$ cat config.mk
export PLATFORM = sky130hd
export DESIGN_NAME = kzg_sweep_ctrl_flat
export DESIGN_NICKNAME = d
export VERILOG_FILES = /design/src/rtl/kzg_sweep_ctrl_if.sv /design/src/rtl/kzg_sweep_ctrl.sv /design/src/flat_wrapper.sv
export SDC_FILE = /design/constraint.sdc
export NUM_CORES = 1
export LEC_CHECK = 0
export BUFFER_PORTS_ARGS = -buffer_cell sky130_fd_sc_hd__buf_2
export CORE_MARGIN = 2
export CORE_UTILIZATION = 45
export DETAILED_ROUTE_END_ITERATION = 8
export PLACE_DENSITY = 0.75
export SETUP_SLACK_MARGIN = 0.5
export SLEW_MARGIN = 30
export SYNTH_ARGS = -nofsm -noshare
export SYNTH_HDL_FRONTEND = slang
export SYNTH_SLANG_ARGS = --single-unit
$ cat constraint.sdc
create_clock -name clk -period 2.9 [get_ports clk]
set_input_delay 0.29 -clock clk [delete_from_list [all_inputs] [get_ports clk]]
set_output_delay 0.29 -clock clk [all_outputs]
set_load 0.05 [all_outputs]
$ cat src/rtl/kzg_sweep_ctrl_if.sv
// Bundle of the start/result handshake, point-memory read port and K_ZGu operand/result
// signals between the gradient top level, the sweep controller and its K_ZGu instance.
interface kzg_sweep_ctrl_if #(
    parameter int unsigned DATA_WIDTH = 16,
    parameter int unsigned ADDR_W     = 10,
    parameter int unsigned ACC_W      = 48
);
    logic                         start;
    logic [ADDR_W:0]              n_pts;
    logic signed [DATA_WIDTH-1:0] ori_x;
    logic signed [DATA_WIDTH-1:0] ori_y;
    logic signed [DATA_WIDTH-1:0] ori_z;

    logic                         mem_en;
    logic [ADDR_W-1:0]            mem_addr;
    logic signed [DATA_WIDTH-1:0] mem_x;
    logic signed [DATA_WIDTH-1:0] mem_y;
    logic signed [DATA_WIDTH-1:0] mem_z;

    logic signed [DATA_WIDTH-1:0] kzg_ori_x;
    logic signed [DATA_WIDTH-1:0] kzg_ori_y;
    logic signed [DATA_WIDTH-1:0] kzg_ori_z;
    logic signed [DATA_WIDTH-1:0] kzg_norm_x;
    logic signed [DATA_WIDTH-1:0] kzg_norm_y;
    logic signed [DATA_WIDTH-1:0] kzg_norm_z;
    logic signed [31:0]           kzg_x;
    logic signed [31:0]           kzg_y;
    logic signed [31:0]           kzg_z;

    logic                         busy;
    logic                         done;
    logic signed [ACC_W-1:0]      sum_x;
    logic signed [ACC_W-1:0]      sum_y;
    logic signed [ACC_W-1:0]      sum_z;

    modport slave (
        input  start, n_pts, ori_x, ori_y, ori_z,
        input  mem_x, mem_y, mem_z,
        input  kzg_x, kzg_y, kzg_z,
        output mem_en, mem_addr,
        output kzg_ori_x, kzg_ori_y, kzg_ori_z,
        output kzg_norm_x, kzg_norm_y, kzg_norm_z,
        output busy, done, sum_x, sum_y, sum_z
    );

    modport master (
        output start, n_pts, ori_x, ori_y, ori_z,
        output mem_x, mem_y, mem_z,
        output kzg_x, kzg_y, kzg_z,
        input  mem_en, mem_addr,
        input  kzg_ori_x, kzg_ori_y, kzg_ori_z,
        input  kzg_norm_x, kzg_norm_y, kzg_norm_z,
        input  busy, done, sum_x, sum_y, sum_z
    );
endinterface

$ cat src/rtl/kzg_sweep_ctrl.sv
// Sweeps one origin against n_pts memory-resident centers through K_ZGu, one point per
// cycle, and accumulates the returned K_ZGx/y/z terms into wide wrapping signed sums.
module kzg_sweep_ctrl #(
    parameter int unsigned DATA_WIDTH = 16,
    parameter int unsigned ADDR_W     = 10,
    parameter int unsigned KZG_LAT    = 22,
    parameter int unsigned ACC_W      = 48
) (
    input logic             clk,
    input logic             rst,
    kzg_sweep_ctrl_if.slave bus
);
    typedef enum logic [1:0] {
        ST_IDLE,
        ST_ISSUE,
        ST_DRAIN,
        ST_DONE
    } state_e;

    localparam logic [ADDR_W-1:0] ADDR_ONE = {{(ADDR_W-1){1'b0}}, 1'b1};

    state_e                       state_q, state_d;
    logic [ADDR_W-1:0]            last_addr_q, last_addr_d;
    logic                         mem_en_q, mem_en_d;
    logic [ADDR_W-1:0]            mem_addr_q, mem_addr_d;
    logic                         busy_q, busy_d;
    logic                         done_q, done_d;
    logic signed [DATA_WIDTH-1:0] ori_x_q, ori_x_d;
    logic signed [DATA_WIDTH-1:0] ori_y_q, ori_y_d;
    logic signed [DATA_WIDTH-1:0] ori_z_q, ori_z_d;

    logic                         rd_vld_q;
    logic [KZG_LAT-1:0]           vld_sr_q;
    logic [KZG_LAT-1:0]           vld_older;
    logic                         res_vld;
    logic                         pipe_busy;
    logic                         clr_sums;

    logic signed [ACC_W-1:0]      sum_x_q, sum_x_d;
    logic signed [ACC_W-1:0]      sum_y_q, sum_y_d;
    logic signed [ACC_W-1:0]      sum_z_q, sum_z_d;

    assign res_vld = vld_sr_q[KZG_LAT-1];

    // The result arriving this cycle is accumulated on the same edge that leaves DRAIN,
    // so only entries behind the head of the valid pipe keep the sweep draining.
    always_comb begin
        vld_older              = vld_sr_q;
        vld_older[KZG_LAT-1]   = 1'b0;
        pipe_busy              = rd_vld_q | (|vld_older);
    end

    always_comb begin
        state_d     = state_q;
        mem_en_d    = 1'b0;
        mem_addr_d  = mem_addr_q;
        last_addr_d = last_addr_q;
        ori_x_d     = ori_x_q;
        ori_y_d     = ori_y_q;
        ori_z_d     = ori_z_q;
        clr_sums    = 1'b0;

        case (state_q)
            ST_IDLE: begin
                if (bus.start) begin
                    // n_pts = 2^ADDR_W truncates to 0, whose minus-one is the top address.
                    last_addr_d = bus.n_pts[ADDR_W-1:0] - ADDR_ONE;
                    ori_x_d     = bus.ori_x;
                    ori_y_d     = bus.ori_y;
                    ori_z_d     = bus.ori_z;
                    mem_addr_d  = '0;
                    clr_sums    = 1'b1;
                    if (bus.n_pts != '0) begin
                        state_d  = ST_ISSUE;
                        mem_en_d = 1'b1;
                    end else begin
                        state_d  = ST_DONE;
                    end
                end
            end
            ST_ISSUE: begin
                if (mem_addr_q == last_addr_q) begin
                    state_d = ST_DRAIN;
                end else begin
                    mem_en_d   = 1'b1;
                    mem_addr_d = mem_addr_q + ADDR_ONE;
                end
            end
            ST_DRAIN: begin
                if (!pipe_busy) begin
                    state_d = ST_DONE;
                end
            end
            ST_DONE: begin
                state_d = ST_IDLE;
            end
            default: begin
                state_d = ST_IDLE;
            end
        endcase

        busy_d = (state_d == ST_ISSUE) || (state_d == ST_DRAIN);
        done_d = (state_d == ST_DONE);
    end

    always_comb begin
        sum_x_d = sum_x_q;
        sum_y_d = sum_y_q;
        sum_z_d = sum_z_q;
        if (clr_sums) begin
            sum_x_d = '0;
            sum_y_d = '0;
            sum_z_d = '0;
        end else if (res_vld) begin
            sum_x_d = sum_x_q + {{(ACC_W-32){bus.kzg_x[31]}}, bus.kzg_x};
            sum_y_d = sum_y_q + {{(ACC_W-32){bus.kzg_y[31]}}, bus.kzg_y};
            sum_z_d = sum_z_q + {{(ACC_W-32){bus.kzg_z[31]}}, bus.kzg_z};
        end
    end

    always_ff @(posedge clk) begin
        if (rst) begin
            state_q     <= ST_IDLE;
            last_addr_q <= '0;
            mem_en_q    <= 1'b0;
            mem_addr_q  <= '0;
            busy_q      <= 1'b0;
            done_q      <= 1'b0;
            ori_x_q     <= '0;
            ori_y_q     <= '0;
            ori_z_q     <= '0;
            rd_vld_q    <= 1'b0;
            vld_sr_q    <= '0;
            sum_x_q     <= '0;
            sum_y_q     <= '0;
            sum_z_q     <= '0;
        end else begin
            state_q     <= state_d;
            last_addr_q <= last_addr_d;
            mem_en_q    <= mem_en_d;
            mem_addr_q  <= mem_addr_d;
            busy_q      <= busy_d;
            done_q      <= done_d;
            ori_x_q     <= ori_x_d;
            ori_y_q     <= ori_y_d;
            ori_z_q     <= ori_z_d;
            rd_vld_q    <= mem_en_q;
            vld_sr_q    <= (vld_sr_q << 1) | KZG_LAT'(rd_vld_q);
            sum_x_q     <= sum_x_d;
            sum_y_q     <= sum_y_d;
            sum_z_q     <= sum_z_d;
        end
    end

    assign bus.mem_en     = mem_en_q;
    assign bus.mem_addr   = mem_addr_q;
    assign bus.kzg_ori_x  = ori_x_q;
    assign bus.kzg_ori_y  = ori_y_q;
    assign bus.kzg_ori_z  = ori_z_q;
    assign bus.kzg_norm_x = bus.mem_x;
    assign bus.kzg_norm_y = bus.mem_y;
    assign bus.kzg_norm_z = bus.mem_z;
    assign bus.busy       = busy_q;
    assign bus.done       = done_q;
    assign bus.sum_x      = sum_x_q;
    assign bus.sum_y      = sum_y_q;
    assign bus.sum_z      = sum_z_q;
endmodule

$ cat src/flat_wrapper.sv
// flat-port wrapper written by rule: the top's interface ports become plain ports
module kzg_sweep_ctrl_flat 
#(
    parameter int unsigned DATA_WIDTH = 16,
    parameter int unsigned ADDR_W     = 10,
    parameter int unsigned KZG_LAT    = 22,
    parameter int unsigned ACC_W      = 48
)
  (clk, rst, bus_start, bus_n_pts, bus_ori_x, bus_ori_y, bus_ori_z, bus_mem_x, bus_mem_y, bus_mem_z, bus_kzg_x, bus_kzg_y, bus_kzg_z, bus_mem_en, bus_mem_addr, bus_kzg_ori_x, bus_kzg_ori_y, bus_kzg_ori_z, bus_kzg_norm_x, bus_kzg_norm_y, bus_kzg_norm_z, bus_busy, bus_done, bus_sum_x, bus_sum_y, bus_sum_z);
  kzg_sweep_ctrl_if #(.DATA_WIDTH(DATA_WIDTH), .ADDR_W(ADDR_W), .ACC_W(ACC_W)) bus_i ();
  input logic clk;
  input logic rst;
  input wire logic [$bits(bus_i.start)-1:0] bus_start;
  input wire logic [$bits(bus_i.n_pts)-1:0] bus_n_pts;
  input wire logic [$bits(bus_i.ori_x)-1:0] bus_ori_x;
  input wire logic [$bits(bus_i.ori_y)-1:0] bus_ori_y;
  input wire logic [$bits(bus_i.ori_z)-1:0] bus_ori_z;
  input wire logic [$bits(bus_i.mem_x)-1:0] bus_mem_x;
  input wire logic [$bits(bus_i.mem_y)-1:0] bus_mem_y;
  input wire logic [$bits(bus_i.mem_z)-1:0] bus_mem_z;
  input wire logic [$bits(bus_i.kzg_x)-1:0] bus_kzg_x;
  input wire logic [$bits(bus_i.kzg_y)-1:0] bus_kzg_y;
  input wire logic [$bits(bus_i.kzg_z)-1:0] bus_kzg_z;
  output wire logic [$bits(bus_i.mem_en)-1:0] bus_mem_en;
  output wire logic [$bits(bus_i.mem_addr)-1:0] bus_mem_addr;
  output wire logic [$bits(bus_i.kzg_ori_x)-1:0] bus_kzg_ori_x;
  output wire logic [$bits(bus_i.kzg_ori_y)-1:0] bus_kzg_ori_y;
  output wire logic [$bits(bus_i.kzg_ori_z)-1:0] bus_kzg_ori_z;
  output wire logic [$bits(bus_i.kzg_norm_x)-1:0] bus_kzg_norm_x;
  output wire logic [$bits(bus_i.kzg_norm_y)-1:0] bus_kzg_norm_y;
  output wire logic [$bits(bus_i.kzg_norm_z)-1:0] bus_kzg_norm_z;
  output wire logic [$bits(bus_i.busy)-1:0] bus_busy;
  output wire logic [$bits(bus_i.done)-1:0] bus_done;
  output wire logic [$bits(bus_i.sum_x)-1:0] bus_sum_x;
  output wire logic [$bits(bus_i.sum_y)-1:0] bus_sum_y;
  output wire logic [$bits(bus_i.sum_z)-1:0] bus_sum_z;
  assign bus_i.start = bus_start;
  assign bus_i.n_pts = bus_n_pts;
  assign bus_i.ori_x = bus_ori_x;
  assign bus_i.ori_y = bus_ori_y;
  assign bus_i.ori_z = bus_ori_z;
  assign bus_i.mem_x = bus_mem_x;
  assign bus_i.mem_y = bus_mem_y;
  assign bus_i.mem_z = bus_mem_z;
  assign bus_i.kzg_x = bus_kzg_x;
  assign bus_i.kzg_y = bus_kzg_y;
  assign bus_i.kzg_z = bus_kzg_z;
  assign bus_mem_en = bus_i.mem_en;
  assign bus_mem_addr = bus_i.mem_addr;
  assign bus_kzg_ori_x = bus_i.kzg_ori_x;
  assign bus_kzg_ori_y = bus_i.kzg_ori_y;
  assign bus_kzg_ori_z = bus_i.kzg_ori_z;
  assign bus_kzg_norm_x = bus_i.kzg_norm_x;
  assign bus_kzg_norm_y = bus_i.kzg_norm_y;
  assign bus_kzg_norm_z = bus_i.kzg_norm_z;
  assign bus_busy = bus_i.busy;
  assign bus_done = bus_i.done;
  assign bus_sum_x = bus_i.sum_x;
  assign bus_sum_y = bus_i.sum_y;
  assign bus_sum_z = bus_i.sum_z;
  kzg_sweep_ctrl #(.DATA_WIDTH(DATA_WIDTH), .ADDR_W(ADDR_W), .KZG_LAT(KZG_LAT), .ACC_W(ACC_W)) u_core (.clk(clk), .rst(rst), .bus(bus_i));
endmodule
Word level (Yosys, flattened, before mapping)
Cells that the tools add are included.

operators by class
  add/subtract/negate cells = 5
  equality and inequality tests = 9
  multiplexer cells = 14
  bitwise gates (word level) = 2
  reductions and logical operators = 8

operators by type and width
  kind                   count
  $add 48x48->48         3
  $or 22x1->22           1
  $reduce_or 21->1       1
  $mux 10                2
  $pmux 10 s2            1
  $reduce_bool 11->1     1
  $add 10x1->10 const B  1
  $eq 10x10->1           1
  $sub 10x1->10 const B  1
  $eq 2x2->1 const B     4
  $mux 2                 4
  $pmux 2 s4             1
  $mux 1                 5
  $eq 2x1->1 const B     2
  $ne 2x2->1 const B     2
  $reduce_and 3->1       1
  $logic_not 2->1        1
  $pmux 1 s2             1
  $reduce_and 2->1       1
  $reduce_bool 2->1      1
  $reduce_or 2->1        1
  $logic_or 1x1->1       1
  $or 1x1->1             1

storage, ports and cells
  register bits after elaboration = 240
  bits of input ports = 206
  word-level logic and storage cells = 52

Logic depth before layout (Yosys ltp)
Gate-level depths: netlist of the first run.

  depth after elaboration = 6
  gate-level depth with buffers = 12
  mapped depth without buffers = 12

Least setup slack after synthesis of the first run
No wires, ideal clock.

  path kind = flip-flop to flip-flop
  start point = register u_core.sum_y_q[0], in the netlist u_core.bus.sum_y[0]
  end point = register u_core.sum_y_q[32], in the netlist u_core.bus.sum_y[32]
  arrival = 3.111 ns
  slack = -0.339 ns
  stages on the path, launching flop included = 13
  cells stage by stage = dfxtp_1 > ha_1 > fa_1 > a211oi_1 > nor4_1 > a211oi_1 > nor4b_1 > or2_2 > a31oi_1 > o21ai_0 > xor2_1 > mux2i_1 > nor2_1

between the ends
  cells in the longest elaborated chain, start to end = 1

ends and longest elaborated chain
  what                    line                   text
  start, declared         kzg_sweep_ctrl.sv:40   logic signed [ACC_W-1:0] sum_y_q, sum_y_d;
  start signal, assigned  kzg_sweep_ctrl.sv:150  sum_y_q <= sum_y_d;
  $add 48x48->48          kzg_sweep_ctrl.sv:116  sum_y_d = sum_y_q + {{(ACC_W-32){bus.kzg_y[31]}}, bus.kzg_y};

No other way between the ends.
A chain may end at the register's enable or synchronous reset.

Final worst setup path of the first run
  start point = register u_core.sum_x_q[10], in the netlist u_core.bus.sum_x[10]
  end point = register u_core.sum_x_q[45], in the netlist u_core.bus.sum_x[45]

between the ends
  cells in the longest elaborated chain, start to end = 1

ends and longest elaborated chain
  what                    line                   text
  start, declared         kzg_sweep_ctrl.sv:39   logic signed [ACC_W-1:0] sum_x_q, sum_x_d;
  start signal, assigned  kzg_sweep_ctrl.sv:149  sum_x_q <= sum_x_d;
  $add 48x48->48          kzg_sweep_ctrl.sv:115  sum_x_d = sum_x_q + {{(ACC_W-32){bus.kzg_x[31]}}, bus.kzg_x};

No other way between the ends.

==> results by stage, run 1 <==
Clock tree:
- The clock root buffer master is clkbuf_16.
- The clock latency at the later pin of the worst-skew pair is 0.58 ns.
- The total clock sinks is 240.
- Buffers inserted during clock tree synthesis total 29.
- Clock-pin slew was measured on the worst setup and hold paths at about 0.060 ns.
- The H-tree depth reported by CTS is 1.
- The clock tree from TritonCTS is built.
- The maximum buffer depth of the clock tree is 3.

Floorplan:
- The chip height is 194 um.
- In this run the standard cell core region covers around 0.036 sq mm.
- The count of standard-cell rows is 69.
- The initial core utilization is between 40% and 50%.
- The die is about 190 um wide.
- The total I/O pin count is roughly 460.
- The area enclosed by the die boundary is around 0.038 sq mm.

GRT:
- The met2 routing resource usage after global routing is ~48%.
- The number of global-route vias before repair is between 15k and 20k.
- The pin count of the biggest net entering global routing is between 80 and 90.
- The first-pass GRT wire length is between 80000 and 90000 um.
- The final global-route overflow total is 0.
- Global routing used approximately 28% of the available tracks.
- Global routing consumed, on the met3 layer, under 10% of the routing resources.
- The most heavily used metal layer in global routing is met2.
- The initial antenna violation count is 7.
- Global routing consumed, on the met1 layer, between 30% and 40% of the routing resources.

STA:
- In the final timing run, aggregate negative setup slack is 0 ns.
- The pin slew with the least headroom to its limit is ~0.85 ns.
- Of the available clock period, the critical path in the final layout requires roughly 98%.
- Measured against its own limit, the worst slew margin works out to 43.4%.
- The final number of setup-violating endpoints is 0.
- Final hold analysis gives a worst-case slack of approximately 0.048 ns.
- Setup repair after global routing could not meet its margin everywhere.
- The highest attainable clock frequency is roughly 350 MHz.
- For the final database, setup skew stands at between 0.01 and 0.015 ns.
- The number of endpoints with negative hold slack in the final report came to 0.
- The number of pins exceeding their max-slew limit in the final report is 0.
- The smallest clock period supported by the final layout is computed as around 2.8 ns.

Cells and area:
- After filler insertion, the fill cell instance count of the layout stands at roughly 2.8k.
- The post-route netlist has 40.2% of its cells at a drive strength greater than 1.
- In the layout the commonest cells are 362 x buf_2, 235 x nand2_1, 200 x nor2_1.
- The final layout contains around 2.9k nets.
- The synthesis-to-finish area growth is 46.8%.
- The most common cell after layout, fill and taps aside is buf_2.

Synthesis:
- The number of warning messages in the yosys log is 0.
- In the post-synthesis netlist, the biggest area contributors are dfxtp_1 30%, ha_1 11%, a21oi_1 6.8%.
- The total nets after synthesis is 2400.
- The number of flip-flops and latches in the synthesized netlist is 240.
- In this run the cell area of the synthesized design comes to about 0.016 sq mm.
- The fraction of synthesized cell area taken by the top area cell type is about 30%.
- Counting flops with an async set or reset pin after synthesis yields a share of 0%.
- Each instance of the synthesized netlist takes up on average 7.96 sq um.
- The number of distinct library cell variants in the gate-level netlist after synthesis is 73.
- The most used flip-flop cell after synthesis is dfxtp_1.
- The cell taking the most area after synthesis is dfxtp_1.
- The number of flops mapped to enable cells by yosys is 0.
- For this run, the register share of the synthesized area comes to 29.5%.
- The cell count after synthesis came out at approximately 2k.

Routing:
- The total iterations of the first detailed-routing run is 7.
- The via count is 17.2k.
- The DRC violation count after routing is 3.
- The detailed-route vias per instance is 5.66.
- The wire length after detailed routing is 56700 um.
- After detailed routing, the average wire length per cell comes to around 19 um.
- The remaining number of nets flagged by the antenna check after routing is 0.
- For this block, the initial DRC count from the detailed router was around 740.

Critical path:
- The kind of critical path is flip-flop to flip-flop.
- For the worst setup path, the data arrival time is between 3 and 4 ns.
- The critical path data required time is 3.33 ns.
- The cell family contributing the most delay on the critical path is compound AO/OA/AOI/OAI gates.
- The longest individual stage delay on the worst path is 0.40 ns.
- The signal on the critical path passes through ha_4 -> and2_4 -> and4_4 -> or3b_4 -> a31oi_4 -> a221oi_4 -> o41ai_4 -> a41oi_4 -> o21ai_2 -> xnor2_1 -> o21ai_1.
- The worst setup path is captured at a flip-flop.
- Counting both buffers and inverters, the worst setup path holds a total of 0.
- In this run the worst path has a maximum fanout of 3.
- The startpoint type of the worst setup path is a flip-flop.
- Among all stages on the critical path, the largest delay is contributed by or3b_4.
- The worst flop-to-flop path startpoint is u_core.bus.sum_x[10].
- The critical path starts at u_core.bus.sum_x[10].

Placed design:
- The placer congestion estimate is approximately 0.96.
- The count of buffers added on input and output ports is 362.
- Once detailed placement completed, the half-perimeter wirelength came to 38600 um.

Hold path:
- The startpoint identified for the worst hold timing path is bus_n_pts[8].
- The min-delay analysis places its worst path in the category input pin to flip-flop.

Outcome:
- The run finished, with violations left.
- The final reports fail on DRC.

Power:
- The maximum vdd ir drop is between 400 and 500 uV.
- The power per unit of standard cell area is roughly 370 mW/mm^2.
- The total leakage power is 10.7 nW.

Job:
- Max-cap violations in this run came to 0.
[logic make-up after synthesis]
logic type	share of synthesized area (%)
AOI/OAI and AO/OA	23.0
xor gates and xnor gates	7.91
adders and majority gates	11.4
buffers and inverters	5.32
DFF	29.5
muxes	4.67
and+or+nand+nor	18.2
[per-layer routing]
metal	wire length, um	vias to the layer above
met1	22800	8123
met4	2060	6
met5	41	-
li1	-	8255
met2	27200	679
met3	4560	140
[path summary, 6_finish.rpt]
check	to	slack [ns]	depth (start not counted)
max	u_core.bus.sum_x[45]	0.06	11
min	u_core.last_addr_q[8]	0.05	3
max reg2reg	u_core.bus.sum_x[45]	0.06	11
min reg2reg	u_core.bus.kzg_ori_z[10]	0.45	2
[state kept, by name (all words and copies together) (netlist names)]
name	count
u_core.bus.busy	1
u_core.bus.done	1
u_core.bus.kzg_ori_x	16
u_core.bus.kzg_ori_y	16
u_core.bus.kzg_ori_z	16
u_core.bus.mem_addr	10
u_core.bus.mem_en	1
u_core.bus.sum_x	48
u_core.bus.sum_y	48
u_core.bus.sum_z	48
u_core.last_addr_q	10
u_core.rd_vld_q	1
u_core.state_q	2
u_core.vld_sr_q	22
[where the power goes]
| part | total (mW) | internal [mW] | switching, mW |
|---|---|---|---|
| combinational | 1.46 | 0.550 | 0.912 |
| clock | 3.90 | 2.32 | 1.58 |
| sequential | 3.37 | 3.33 | 0.0481 |
| total | 8.74 | 6.20 | 2.54 |
[cell usage after synthesis, types with 48 or more instances]
| cell type | n |
|---|---|
| a21o_1 | 77 |
| o21ai_0 | 100 |
| nand2_1 | 247 |
| buf_4 | 48 |
| clkbuf_1 | 76 |
| dfxtp_1 | 240 |
| a21oi_1 | 221 |
| xnor2_1 | 94 |
| ha_1 | 144 |
| mux2i_1 | 76 |
| xor2_1 | 53 |
| nor2_1 | 214 |
[worst min-delay path, stage by stage]
cell and delay, ns:
buf_2 0.10, xnor2_1 0.11, a211oi_1 0.07
[through the flow]
stage	setup WS, ns	area [sq um]	cells	utilization (%)	power [mW]
after CTS	0.0315	22800	2996	64.2	8.72
after global routing	-0.0530	23900	3033	67.2	9.07
after global placement	-0.0531	19600	2821	55.2	4.66
final	0.0588	23900	3037	67.2	8.74
after detailed placement	-0.0963	19600	2821	55.2	4.68
after floorplan	0.171	17300	2047	-	4.45
[what timing repair did]
action,CTS,global route
hold endpoints to repair,51,0
resized for setup,220,173
pin swaps,140,133
setup endpoints to repair,91,108
hold buffers,51,0
setup buffers,71,36
[cell type report]
type                    instances  area [sq um]  area share (%)
multi-input cells            1625         13000            54.3
inverters                      41           154           0.644
repair buffers                612          4080            17.0
flip-flops and latches        240          5080            21.2
diodes                          5          12.5          0.0523
clock buffers                  41           885            3.70
clock inverters                12           145           0.607
well taps                     461           577            2.41
No activity file was read; power rests on OpenSTA's default activity.
==> run 2, diff against run 1 <==
- BUFFER_PORTS_ARGS: -buffer_cell sky130_fd_sc_hd__buf_2 -> unset
- CTS_CLUSTER_DIAMETER: unset -> 60
- DONT_BUFFER_PORTS: unset -> 1
- PLACE_DENSITY: 0.75 -> 0.64
==> run 2 against run 1 <==
The flow now finishes without violations. Combinational power is 30% lower. Design area is 3.4% lower. Largest power group unchanged. Clock power is 18% higher.
==> results by stage, run 2 (synthesis results as in run 1) <==
Cells and area:
- Summing all multi-input logic gate instances after layout gives 0.0130 sq mm.
- For this run, the share of the core covered by cells in the final layout is ~65%.
- The number of nets in the finished design is around 2.6k.
- The area used by sequential logic in the layout is 0.00507 sq mm.
- Once layout is complete, the cells apart from fillers number between 2k and 3k.
- The most common cell after layout, fill and taps aside is buf_4.
- Counting the fill cells in the layout gives approximately 2.9k.
- In the layout the commonest cells are 241 x buf_4, 234 x nand2_1, 200 x nor2_1.
- Of the cells placed in the final design, the portion with a size suffix greater than 1 is between 30% and 40%.
- Relative to the synthesized area, the layout overhead comes to 41.7%.

GRT:
- Global routing used under 10% of the available met3 tracks.
- The initial antenna violation count is 1.
- The number of global-route vias before repair came to 16.0k.
- Global routing used roughly 28% of the available tracks.
- The met2 routing resource usage after global routing is approximately half.
- The most heavily used metal layer in global routing is met2.
- Global routing used about 33% of the available met1 tracks.
- The first-pass GRT wire length is between 80000 and 90000 um.
- The final global-route overflow total is 0.
- Entering global routing, the biggest net connects around 120 pins.

Power:
- The maximum vdd ir drop is a little over 400 uV.
- The power per unit of standard cell area is about 400 mW/mm^2.
- The total leakage power is between 9 and 10 nW.

Critical path:
- The slack of the worst reg-to-reg path is slightly below 0.09 ns.
- Data on the critical path arrives at its endpoint at roughly 3.2 ns.
- In this run the worst path has a maximum fanout of 3.
- The worst flop-to-flop path startpoint is u_core.bus.sum_x[10].
- For the worst setup path, the data required time is 3.31 ns.
- For the worst flop-to-flop path, the logic depth is 12.
- By startpoint and endpoint, the worst setup path is classified as flip-flop to flip-flop.
- The worst reg2reg path endpoint is u_core.bus.sum_x[37].
- The startpoint type of the worst setup path is a flip-flop.
- STA classifies the critical path endpoint as a flip-flop.

Floorplan:
- Pin placement for this block handled 459 I/O pins.
- The area enclosed by the die boundary is ~0.038 sq mm.
- The chip height is 194 um.
- The count of standard-cell rows is 69.
- The area of the core is between 0.03 and 0.04 sq mm.
- The initial core utilization is roughly 46%.
- The horizontal extent of the die is a little under 200 um.

Clock tree:
- The clock latency at the later pin of the worst-skew pair is between 0.5 and 0.6 ns.
- The longest clock path from root to sink contains 3 buffers.
- The number of clock buffers inserted by TritonCTS is 35.
- The clock-pin slew on the worst setup and hold paths is around 0.06 ns.
- The total clock sinks is 240.
- The clock tree from TritonCTS is built.
- The cell sitting at the root of the clock tree is a clkbuf_16.
- The H-tree generated during clock tree synthesis spans 2 levels.

Hold path:
- The endpoint of the worst hold path is u_core.last_addr_q[4].
- The worst hold path begins at bus_n_pts[4].
- The min-delay analysis places its worst path in the category input pin to flip-flop.
- The instance count along the most critical hold path is 2.

STA:
- The normalized max-slew margin is a little under half.
- The pin slew with the least headroom to its limit is around 0.80 ns.
- The post-route fraction of the period consumed by the critical path is approximately 97%.
- Setup repair after global routing could not meet its margin everywhere.
- Setup slack closes at 0.0877 ns.
- The final number of setup-violating endpoints is 0.
- The number of pins exceeding their max-slew limit in the final report is 0.
- The highest attainable clock frequency is ~360 MHz.
- The number of endpoints with negative hold slack in the final report is 0.
- The shortest clock period the worst path allows after layout is about 2.8 ns.
- The worst-case clock skew is roughly 0.023 ns.

Routing:
- Dividing the detail-routed via count by the number of cells gives about 5.7.
- The first detailed-routing pass took 5 iterations.
- The wire length after detailed routing is around 55000 um.
- For this run, design rule violations remaining after detail routing come to 0.
- The initial detailed-routing violation count is 812.
- After detailed routing, the average wire length per cell comes to just under 20 um.
- The detailed router placed approximately 16k vias in this run.
- Once detail routing completed, the nets flagged for antenna violations numbered 0.

Placed design:
- The placer congestion estimate is 0.916.
- The count of input and output buffers is 0.
- The worst slack at placement is -0.211 ns.
- Once placement completed, the tool counted placed cells totaling 2557.
- The detailed placer's ending HPWL is about 38000 um.

Job:
- The reported max-cap violation count is 0.

Outcome:
- The run finished with clean final reports.
[run 2: worst max-delay path by stage]
| stage | startpoint | endpoint | cells after the start |
|---|---|---|---|
| 6_report | u_core.bus.sum_x[10] | u_core.bus.sum_x[37] | 12 |
| 5_1_grt | u_core.bus.sum_y[1] | u_core.bus.sum_y[47] | 11 |
| 4_1_cts | u_core.bus.sum_y[1] | u_core.bus.sum_y[47] | 11 |
| 3_5_place_dp | u_core.bus.sum_y[1] | u_core.bus.sum_y[47] | 11 |
| 3_3_place_gp | u_core.bus.sum_y[1] | u_core.bus.sum_y[47] | 11 |
| 2_1_floorplan | u_core.bus.sum_y[0] | u_core.bus.sum_y[46] | 12 |
[run 2: per-stage QoR]
step / hold WS, ns / area, sq um / setup TNS [ns] / total power, mW
after floorplan: 0.386 / 17300 / 0 / 4.45
after global placement: 0.364 / 18600 / -0.229 / 4.42
after detailed placement: 0.366 / 18600 / -0.211 / 4.44
after CTS: 0.00725 / 21900 / 0 / 9.22
after global routing: 0.0437 / 23100 / -0.0375 / 9.54
final: 0.0583 / 23100 / 0 / 9.20
[run 2: timing repair]
action,CTS,global route
endpoints found under the hold margin,92,0
setup endpoints to repair,83,96
setup buffers,44,50
hold buffers,65,0
pin swaps,116,154
gates resized for setup,207,182
[run 2: area by class of cell]
cell class | instances | area share (%)
Clock inverter | 15 | 1.03
Clock buffer | 47 | 4.44
Tap cell | 461 | 2.50
Antenna cell | 1 | 0.0108
Sequential cell | 240 | 21.9
Timing Repair Buffer | 349 | 13.0
Inverter | 41 | 0.667
Multi-Input combinational cell | 1625 | 56.4
[run 2: layer usage]
layer	vias to the layer above	wire length [um]
met1	7572	22600
li1	7760	-
met4	0	1650
met5	-	0
met2	537	26900
met3	110	4030
[run 2: critical path, stage by stage (launching register included)]
cell,delay [ns]
dfxtp_4,0.35
ha_4,0.28
and2_4,0.14
and4_1,0.18
or3b_4,0.41
a31oi_4,0.22
a221oi_4,0.10
o41ai_4,0.25
a41oi_2,0.25
buf_4,0.21
xnor2_2,0.12
mux2i_1,0.13
nor2_1,0.05
[run 2: power breakdown]
part / internal (mW) / switching [mW]
Combinational: 0.434 / 0.584
Sequential: 3.33 / 0.250
Clock: 2.88 / 1.72
Total: 6.64 / 2.56
